### src/rtl/acumulador_pkg.sv
// Shared types and constants for the serial accumulator: FSM states, data word, saturation limits.
package acumulador_pkg;

  typedef enum logic [1:0] {
    IDLE = 2'd0,
    RUN  = 2'd1,
    DONE = 2'd2
  } state_e;

  typedef logic signed [7:0] data_t;

  localparam data_t SAT_MAX = 8'sd127;
  localparam data_t SAT_MIN = -8'sd128;

  // On signed overflow both operands share a sign, so the operand's sign selects the rail.
  function automatic data_t saturate(input logic neg);
    return neg ? SAT_MIN : SAT_MAX;
  endfunction

endpackage

### src/rtl/acumulador_serial_if.sv
// Bundle of control, operand stream, adder and result signals of acumulador_serial.
// slave = the accumulator block, master = its environment (driver plus external adder).
interface acumulador_serial_if #(
  parameter int CNT_W = 8
);
  import acumulador_pkg::*;

  logic             start;
  logic [CNT_W-1:0] n_ops;
  logic             in_valid;
  logic             in_ready;
  data_t            in_data;
  data_t            add_a;
  data_t            add_b;
  data_t            add_s;
  logic             add_flag;
  data_t            acc;
  logic             ovf;
  logic             busy;
  logic             done;

  modport slave (
    input  start, n_ops, in_valid, in_data, add_s, add_flag,
    output in_ready, add_a, add_b, acc, ovf, busy, done
  );

  modport master (
    output start, n_ops, in_valid, in_data, add_s, add_flag,
    input  in_ready, add_a, add_b, acc, ovf, busy, done
  );

endinterface

### src/rtl/acumulador_serial.sv
// Serial signed-byte accumulator driving an external adder over a valid/ready stream.
// Define ACUMULADOR_SATURACAO_EN to saturate instead of wrapping on overflow.
module acumulador_serial
  import acumulador_pkg::*;
#(
  parameter int CNT_W = 8
) (
  input  logic                clk,
  input  logic                rst,
  acumulador_serial_if.slave  bus
);

  state_e           state_q, state_d;
  data_t            acc_q, acc_d;
  logic             ovf_q, ovf_d;
  logic [CNT_W-1:0] rem_q, rem_d;
  logic             in_ready, busy, done;

  always_comb begin
    // NOTE: every signal written here gets a default first, so no path can infer a latch.
    state_d  = state_q;
    acc_d    = acc_q;
    ovf_d    = ovf_q;
    rem_d    = rem_q;
    in_ready = 1'b0;
    busy     = 1'b0;
    done     = 1'b0;

    unique case (state_q)
      IDLE: begin
        if (bus.start) begin
          acc_d = '0;
          ovf_d = 1'b0;
          if (bus.n_ops != '0) begin
            rem_d   = bus.n_ops;
            state_d = RUN;
          end else begin
            state_d = DONE;
          end
        end
      end

      RUN: begin
        busy     = 1'b1;
        in_ready = 1'b1;
        if (bus.in_valid) begin
`ifdef ACUMULADOR_SATURACAO_EN
          acc_d = bus.add_flag ? saturate(bus.in_data[7]) : bus.add_s;
`else
          acc_d = bus.add_s;
`endif
          ovf_d = ovf_q | bus.add_flag;
          rem_d = rem_q - 1'b1;
          if (rem_q == CNT_W'(1)) state_d = DONE;
        end
      end

      DONE: begin
        done    = 1'b1;
        state_d = IDLE;
      end

      default: state_d = IDLE;
    endcase
  end

  // NOTE: state registers use non-blocking assignments so all of them update together at the edge.
  always_ff @(posedge clk or posedge rst) begin
    if (rst) begin
      state_q <= IDLE;
      acc_q   <= '0;
      ovf_q   <= 1'b0;
      rem_q   <= '0;
    end else begin
      state_q <= state_d;
      acc_q   <= acc_d;
      ovf_q   <= ovf_d;
      rem_q   <= rem_d;
    end
  end

  // The adder sees the live total and operand with no register in between.
  assign bus.add_a    = acc_q;
  assign bus.add_b    = bus.in_data;
  assign bus.acc      = acc_q;
  assign bus.ovf      = ovf_q;
  assign bus.in_ready = in_ready;
  assign bus.busy     = busy;
  assign bus.done     = done;

endmodule

### src/flat_wrapper.sv
// flat-port wrapper written by rule: the top's interface ports become plain ports
module acumulador_serial_flat import acumulador_pkg::*;
#(
  parameter int CNT_W = 8
)
  (clk, rst, bus_start, bus_n_ops, bus_in_valid, bus_in_data, bus_add_s, bus_add_flag, bus_in_ready, bus_add_a, bus_add_b, bus_acc, bus_ovf, bus_busy, bus_done);
  acumulador_serial_if #(.CNT_W(CNT_W)) bus_i ();
  input  logic clk;
  input  logic rst;
  input wire logic [$bits(bus_i.start)-1:0] bus_start;
  input wire logic [$bits(bus_i.n_ops)-1:0] bus_n_ops;
  input wire logic [$bits(bus_i.in_valid)-1:0] bus_in_valid;
  input wire logic [$bits(bus_i.in_data)-1:0] bus_in_data;
  input wire logic [$bits(bus_i.add_s)-1:0] bus_add_s;
  input wire logic [$bits(bus_i.add_flag)-1:0] bus_add_flag;
  output wire logic [$bits(bus_i.in_ready)-1:0] bus_in_ready;
  output wire logic [$bits(bus_i.add_a)-1:0] bus_add_a;
  output wire logic [$bits(bus_i.add_b)-1:0] bus_add_b;
  output wire logic [$bits(bus_i.acc)-1:0] bus_acc;
  output wire logic [$bits(bus_i.ovf)-1:0] bus_ovf;
  output wire logic [$bits(bus_i.busy)-1:0] bus_busy;
  output wire logic [$bits(bus_i.done)-1:0] bus_done;
  assign bus_i.start = bus_start;
  assign bus_i.n_ops = bus_n_ops;
  assign bus_i.in_valid = bus_in_valid;
  assign bus_i.in_data = bus_in_data;
  assign bus_i.add_s = bus_add_s;
  assign bus_i.add_flag = bus_add_flag;
  assign bus_in_ready = bus_i.in_ready;
  assign bus_add_a = bus_i.add_a;
  assign bus_add_b = bus_i.add_b;
  assign bus_acc = bus_i.acc;
  assign bus_ovf = bus_i.ovf;
  assign bus_busy = bus_i.busy;
  assign bus_done = bus_i.done;
  acumulador_serial #(.CNT_W(CNT_W)) u_core (.clk(clk), .rst(rst), .bus(bus_i));
endmodule
### config.mk
export PLATFORM = sky130hd
export DESIGN_NAME = acumulador_serial_flat
export DESIGN_NICKNAME = d
export VERILOG_FILES = /design/src/rtl/acumulador_pkg.sv /design/src/rtl/acumulador_serial_if.sv /design/src/rtl/acumulador_serial.sv /design/src/flat_wrapper.sv
export SDC_FILE = /design/constraint.sdc
export NUM_CORES = 1
export LEC_CHECK = 0
export CORE_AREA = 2 2 69 51
export CTS_BUF_LIST = sky130_fd_sc_hd__clkbuf_4 sky130_fd_sc_hd__clkbuf_8
export CTS_CLUSTER_SIZE = 30
export DETAILED_ROUTE_END_ITERATION = 6
export DIE_AREA = 0 0 71 53
export PLACE_DENSITY = 0.77
export SYNTH_ARGS = -nofsm -noshare
export SYNTH_HDL_FRONTEND = slang
export SYNTH_SLANG_ARGS = --single-unit
### constraint.sdc
create_clock -name clk -period 3.7 [get_ports clk]
set_input_delay 0.555 -clock clk [delete_from_list [all_inputs] [get_ports clk]]
set_output_delay 0.555 -clock clk [all_outputs]
set_load 0.05 [all_outputs]
==> flow_summary.json, run 1 <==
{
  "status": "complete, no violations",
  "cts.root.buffer_cell": "clkbuf_8",
  "hold_violations": 0,
  "grt_pass1_wl_mm": 4.56,
  "wl_met2_mm": 1.37,
  "route.detailed.drc": 0,
  "post-synth-top-count-cell": "dfrtp_1",
  "muxShareOfSynthArea_pct": 1.97,
  "grt_max_degree": 20,
  "syn_avg_cell_area_sq_um": 9.06,
  "worstReg2RegStart": "u_core.state_q[0]",
  "synth_enable_flop_cells": 0,
  "fin_crit_sh_pct": 83.5,
  "wl_met1_mm": 1.31,
  "drive_gt1_share_pct": 9.74,
  "wl_met3_um": 229,
  "grt_use_total_pct": 15.9,
  "max-cap-violations": 0,
  "final.setup.worst_slack_ns": 0.612,
  "synth_compound_area_share_pct": 19.6,
  "synth_ff_type": "dfrtp_1",
  "path_class": "reg -> out",
  "slew_headroom_pct": 51.3,
  "io_buffers": 40,
  "place_hpwl_mm": 2.21,
  "rsz0062_at_grt": "false",
  "place.gp.congestion": 0.912,
  "synth-xor-area-share_pct": 0,
  "synth_cell_types": 38,
  "die_w_um": 71,
  "fillers": 263,
  "cts_resized": 0,
  "viasPerCell": 5.33,
  "r2r_cells": 5,
  "syn_to_final_growth_pct": 27.8,
  "synthSimpleGateAreaFrac_pct": 22.1,
  "worstSkewPairLatency_ns": 0.26,
  "core_sq_um": 3080,
  "worstSetupEndpointType": "primary output",
  "first_pass_iters": 4,
  "synth-adder-area-share_pct": 2.08,
  "yosysTopAreaCellShare_pct": 39.5,
  "timing.rr.end": "u_core.rem_q[5]",
  "min_path_type": "reg -> reg",
  "antenna_found_initial": 0,
  "clock-sinks": 19,
  "numCtsBuffers": 3,
  "hp-start": "u_core.bus.acc[5]",
  "timing.reg2reg.setup_slack_ns": 1.66,
  "synth_commonest_cells": "19 x dfrtp_1, 18 x buf_4, 14 x nand2_1, 12 x o21ai_0",
  "synthCells": 133,
  "clkSlewWorstSetupHoldPaths_ns": 0.08,
  "crit_fanout": 18,
  "whs_endpoint": "u_core.bus.acc[5]",
  "slew_viol_final": 0,
  "start_util_pct": 39.1,
  "antenna_cells": 0,
  "fin_nets": 186,
  "critPathArrivalTime_ns": 2.53,
  "rows": 17,
  "wl_per_cell_um": 15.2,
  "p_per_area_nw_per_um2": 937,
  "fp.dieH_um": 53,
  "tightest_slew_ns": 0.730,
  "ys_top_cells_by_area": "dfrtp_1 39%, buf_4 11%, o21ai_0 5.0%",
  "clockBufferDepth": 2,
  "postRouteAntennaNets": 0,
  "max-vdd-ir-drop_mv": 0.373,
  "synth-warning-count": 0,
  "synthArstFlopShare_pct": 100,
  "synth_fp_nets": 164,
  "cts_hold_buf": 0,
  "crit_path_start_kind": "flip-flop",
  "h-tree-depth": 1,
  "grt_pass1_vias": 940,
  "num_vias": 1023,
  "worst-endpoint-required_ns": 3.14,
  "wirelength_mm": 2.91,
  "drt_iter0_markers": 59,
  "synth_top_family_by_area": "simple AND/OR/NAND/NOR gates",
  "pre_cts_ws_ns": 0.944,
  "pin_count": 57,
  "fmax_mhz": 324,
  "finClkSkew_ns": 0.0101,
  "layout_min_cycle_time_ns": 3.09,
  "synth_seq_cells": 19,
  "power.leakage_nw": 0.611,
  "cts_tree": "yes",
  "post_cts_buffers": 0,
  "syn_area_sq_um": 1200,
  "highest_layer": "met3",
  "yosysSeqAreaShare_pct": 39.5,
  "hold_depth": 2,
  "die_area_sq_um": 3760,
  "fin_setup_tns_ns": 0,
  "synth_top_area_cell": "dfrtp_1",
  "finalSetupViolCount": 0,
  "grt-ovfl-total": 0
}
## flip-flops by register name (all words and copies together) (netlist names)
name and count:
u_core.bus.acc 8, u_core.rem_q 8, u_core.state_q 2, u_core.bus.ovf 1
## worst max-delay path by stage
stage,start,to,slack [ns],depth (start not counted)
2_1_floorplan,u_core.state_q[1],bus_in_ready,1.77,5
3_3_place_gp,u_core.state_q[1],bus_busy,1.02,3
3_5_place_dp,u_core.state_q[0],bus_in_ready,0.94,3
4_1_cts,u_core.state_q[0],bus_in_ready,0.65,3
5_1_grt,u_core.state_q[0],bus_in_ready,0.48,3
6_report,u_core.state_q[0],bus_in_ready,0.61,3
## layout make-up
| cell class | instances | area (sq um) | area share [%] |
|---|---|---|---|
| Multi-Input combinational cell | 86 | 552 | 35.8 |
| Sequential cell | 19 | 475 | 30.9 |
| Timing Repair Buffer | 40 | 400 | 26.0 |
| Tap cell | 38 | 47.5 | 3.09 |
| Clock buffer | 3 | 41.3 | 2.68 |
| Inverter | 5 | 18.8 | 1.22 |
| Clock inverter | 1 | 5.00 | 0.325 |
## layout by cell type (no fill, tap or decap), drive strengths merged, types with 2 or more instances in the layout
cell type	Yosys	layout
nand2	14	14
mux2i	2	2
clkdlybuf4s50	0	40
or3	2	2
a21oi	10	10
nor3	4	4
inv	5	5
o22ai	3	3
nand3	9	9
o2bb2ai	2	2
o21ai	13	13
nand2b	3	3
nor4	5	5
o31ai	2	2
dfrtp	19	19
o221ai	2	2
clkbuf	1	3
ha	2	2
nor2	4	4
## where the power goes
part | switching (mW) | leakage, nW | internal (mW)
Sequential | 0.104 | 0.233 | 0.300
Clock | 0.0693 | 0.0255 | 0.0748
Combinational | 0.584 | 0.353 | 0.311
## logic make-up (layout without fill, tap and decap cells)
| family | after synthesis | in the layout |
|---|---|---|
| AND/OR/NAND/NOR | 45 | 45 |
| AO/OA/AOI/OAI | 37 | 37 |
| buffers and inverters | 28 | 49 |
| flip-flops | 19 | 19 |
| adder cells (fa/ha/maj) | 2 | 2 |
| multiplexers | 2 | 2 |
## worst max-delay path, stage by stage (launching register included)
cell and delay [ns]:
dfrtp_1 0.63, nand2b_1 0.44, inv_2 0.35, clkdlybuf4s50_1 0.86
## metrics by stage
step	cells	area, sq um	power [mW]	hold slack (ns)	util (%)
after floorplan	133	1200	1.11	0.506	-
final	192	1540	1.44	0.538	49.9
after detailed placement	188	1490	1.30	0.524	48.4
after global placement	188	1490	1.28	0.515	48.4
after global routing	192	1540	1.53	0.567	49.9
after CTS	192	1540	1.44	0.543	49.9
## per-layer routing
layer  vias to the layer above  global-route usage (%)
met2                        44                    24.9
met4                         0                    2.52
met5                         -                       0
met3                         0                    4.95
met1                       476                    21.9
li1                        503                       -
No activity file was read; power rests on OpenSTA's default activity.
==> run 2, diff against run 1 <==
==> constraint.sdc (replaced) <==
create_clock -name clk -period 3.2 [get_ports clk]
set_input_delay 0.48 -clock clk [delete_from_list [all_inputs] [get_ports clk]]
set_output_delay 0.48 -clock clk [all_outputs]
set_load 0.05 [all_outputs]
==> run 2 against run 1 <==
Against the previous run:
- count of clock-buffer cells in the layout did not move
- setup slack improved by 0.25 ns
- critical path depth stayed put
- non-clock buffer count grew 3
- routed wire length grew 6.8%
- first-iteration DRC count grew 83%
- clock power is 20% higher
- combinational power is 21% higher
- final cell count grew 1.6%
==> flow_summary.json, run 2 (same netlist as run 1, synthesis figures left out) <==
{
  "status": "complete, no violations",
  "cts_hold_buf": 0,
  "wirelength_mm": 3.11,
  "fmax_mhz": 428,
  "slew_viol_final": 0,
  "crit_fanout": 14,
  "drive_gt1_share_pct": 11.5,
  "die_w_um": 71,
  "cts_tree": "yes",
  "slew_headroom_pct": 50.4,
  "viasPerCell": 5.59,
  "grt_max_degree": 20,
  "clkSlewWorstSetupHoldPaths_ns": 0.08,
  "critPathArrivalTime_ns": 1.86,
  "final_cells": 195,
  "wl_per_cell_um": 15.9,
  "route.detailed.drc": 0,
  "hold_violations": 0,
  "timing.rr.end": "u_core.rem_q[1]",
  "start_util_pct": 39.1,
  "fin_setup_tns_ns": 0,
  "crit_chain": "nand2b_1 -> inv_2 -> clkdlybuf4s50_1",
  "first_pass_iters": 4,
  "worstReg2RegStart": "u_core.state_q[0]",
  "r2r_cells": 5,
  "post_cts_buffers": 0,
  "grt_pass1_wl_mm": 5.08,
  "clock-sinks": 19,
  "cts.root.buffer_cell": "clkbuf_8",
  "place_hpwl_mm": 2.36,
  "rsz0062_at_grt": "false",
  "power.leakage_nw": 0.626,
  "finalInstanceArea_sq_um": 1560,
  "crit_path_start_kind": "flip-flop",
  "clockBufferDepth": 2,
  "max-cap-violations": 0,
  "worst-endpoint-required_ns": 2.72,
  "numCtsBuffers": 3,
  "worstSkewPairLatency_ns": 0.26,
  "layout_min_cycle_time_ns": 2.34,
  "dp_cells": 191,
  "critPathLaunch": "u_core.state_q[1]",
  "fin_nets": 189,
  "antenna_found_initial": 0,
  "tightest_slew_ns": 0.743,
  "endpoint": "bus_busy",
  "max-vdd-ir-drop_mv": 0.406,
  "postRouteAntennaNets": 0,
  "rows": 17,
  "finClkSkew_ns": 0.00340,
  "cp_slowest_stage_delay_ns": 0.86,
  "antenna_cells": 0,
  "min_path_type": "reg -> reg",
  "p_per_area_nw_per_um2": 1090,
  "core_sq_um": 3080,
  "place.gp.congestion": 0.889,
  "pin_count": 57,
  "fp.dieH_um": 53,
  "layout_common_cells": "40 x clkdlybuf4s50_1, 19 x dfrtp_1, 14 x nand2_1",
  "path_class": "reg -> out",
  "grt-ovfl-total": 0,
  "fin_crit_sh_pct": 73.1,
  "placed_area_sq_um": 1520,
  "slowest_stage": "clkdlybuf4s50_1",
  "grt_pass1_vias": 998,
  "finalSetupViolCount": 0,
  "grt_use_total_pct": 17.4,
  "num_vias": 1091,
  "drt_iter0_markers": 108,
  "die_area_sq_um": 3760,
  "h-tree-depth": 1,
  "io_buffers": 40,
  "cts_resized": 0,
  "final_common_cell": "clkdlybuf4s50_1",
  "worstSetupEndpointType": "primary output",
  "syn_to_final_growth_pct": 29.7,
  "timing.reg2reg.setup_slack_ns": 1.50
}
-- run 2: changes by cell type in the layout (fill, tap and decap cells not counted), sizes merged --
cell and delta:
buf +3
-- run 2: final cells by class --
cell class | instances | area (sq um)
fill | 276 | 1520
clock buffer | 3 | 41.3
inverter | 5 | 18.8
sequential | 19 | 475
clock inverter | 1 | 5.00
multi-input combinational | 86 | 552
timing repair buffer | 43 | 423
tap | 38 | 47.5
-- run 2: where the power goes --
part	internal (mW)	leakage (nW)	total, mW	switching, mW
combinational	0.374	0.368	1.08	0.702
sequential	0.347	0.233	0.449	0.102
clock	0.0868	0.0255	0.173	0.0862
total	0.808	0.626	1.70	0.890
-- run 2: critical path, delay by kind of cell, from the launching register on --
| family | cells | cell delay [ns] |
|---|---|---|
| and+or+nand+nor | 1 | 0.16 |
| DFF | 1 | 0.37 |
| buffers and inverters | 2 | 1.06 |
-- run 2: how the worst min path moves through the flow --
| stage | start | end | slack, ns | cells past startpoint |
|---|---|---|---|---|
| after detailed placement | u_core.bus.acc[7] | u_core.bus.acc[7] | 0.52 | 2 |
| after floorplan | rst | u_core.bus.acc[0] | 0.43 | 1 |
| after global routing | u_core.bus.acc[7] | u_core.bus.acc[7] | 0.56 | 2 |
| after global placement | u_core.bus.acc[3] | u_core.bus.acc[3] | 0.51 | 2 |
| after CTS | u_core.bus.acc[7] | u_core.bus.acc[7] | 0.54 | 2 |
| final | u_core.bus.acc[7] | u_core.bus.acc[7] | 0.53 | 2 |
-- run 2: per-layer routing --
layer | up-vias | share of wire (%) | track usage (%)
li1 | 510 | - | -
met1 | 537 | 45 | 23.2
met2 | 40 | 48 | 28.8
met3 | 4 | 6.1 | 4.38
met4 | 0 | 1.0 | 4.09
met5 | - | 0 | 0
-- run 2: stage by stage --
stage	util [%]	setup WS, ns	hold slack (ns)	total power [mW]
2_1_floorplan	-	1.35	0.431	1.28
4_1_cts	50.7	0.861	0.539	1.70
6_report	50.7	0.862	0.529	1.70
3_3_place_gp	49.2	1.04	0.512	1.50
3_5_place_dp	49.2	0.993	0.523	1.53
5_1_grt	50.7	0.793	0.558	1.80
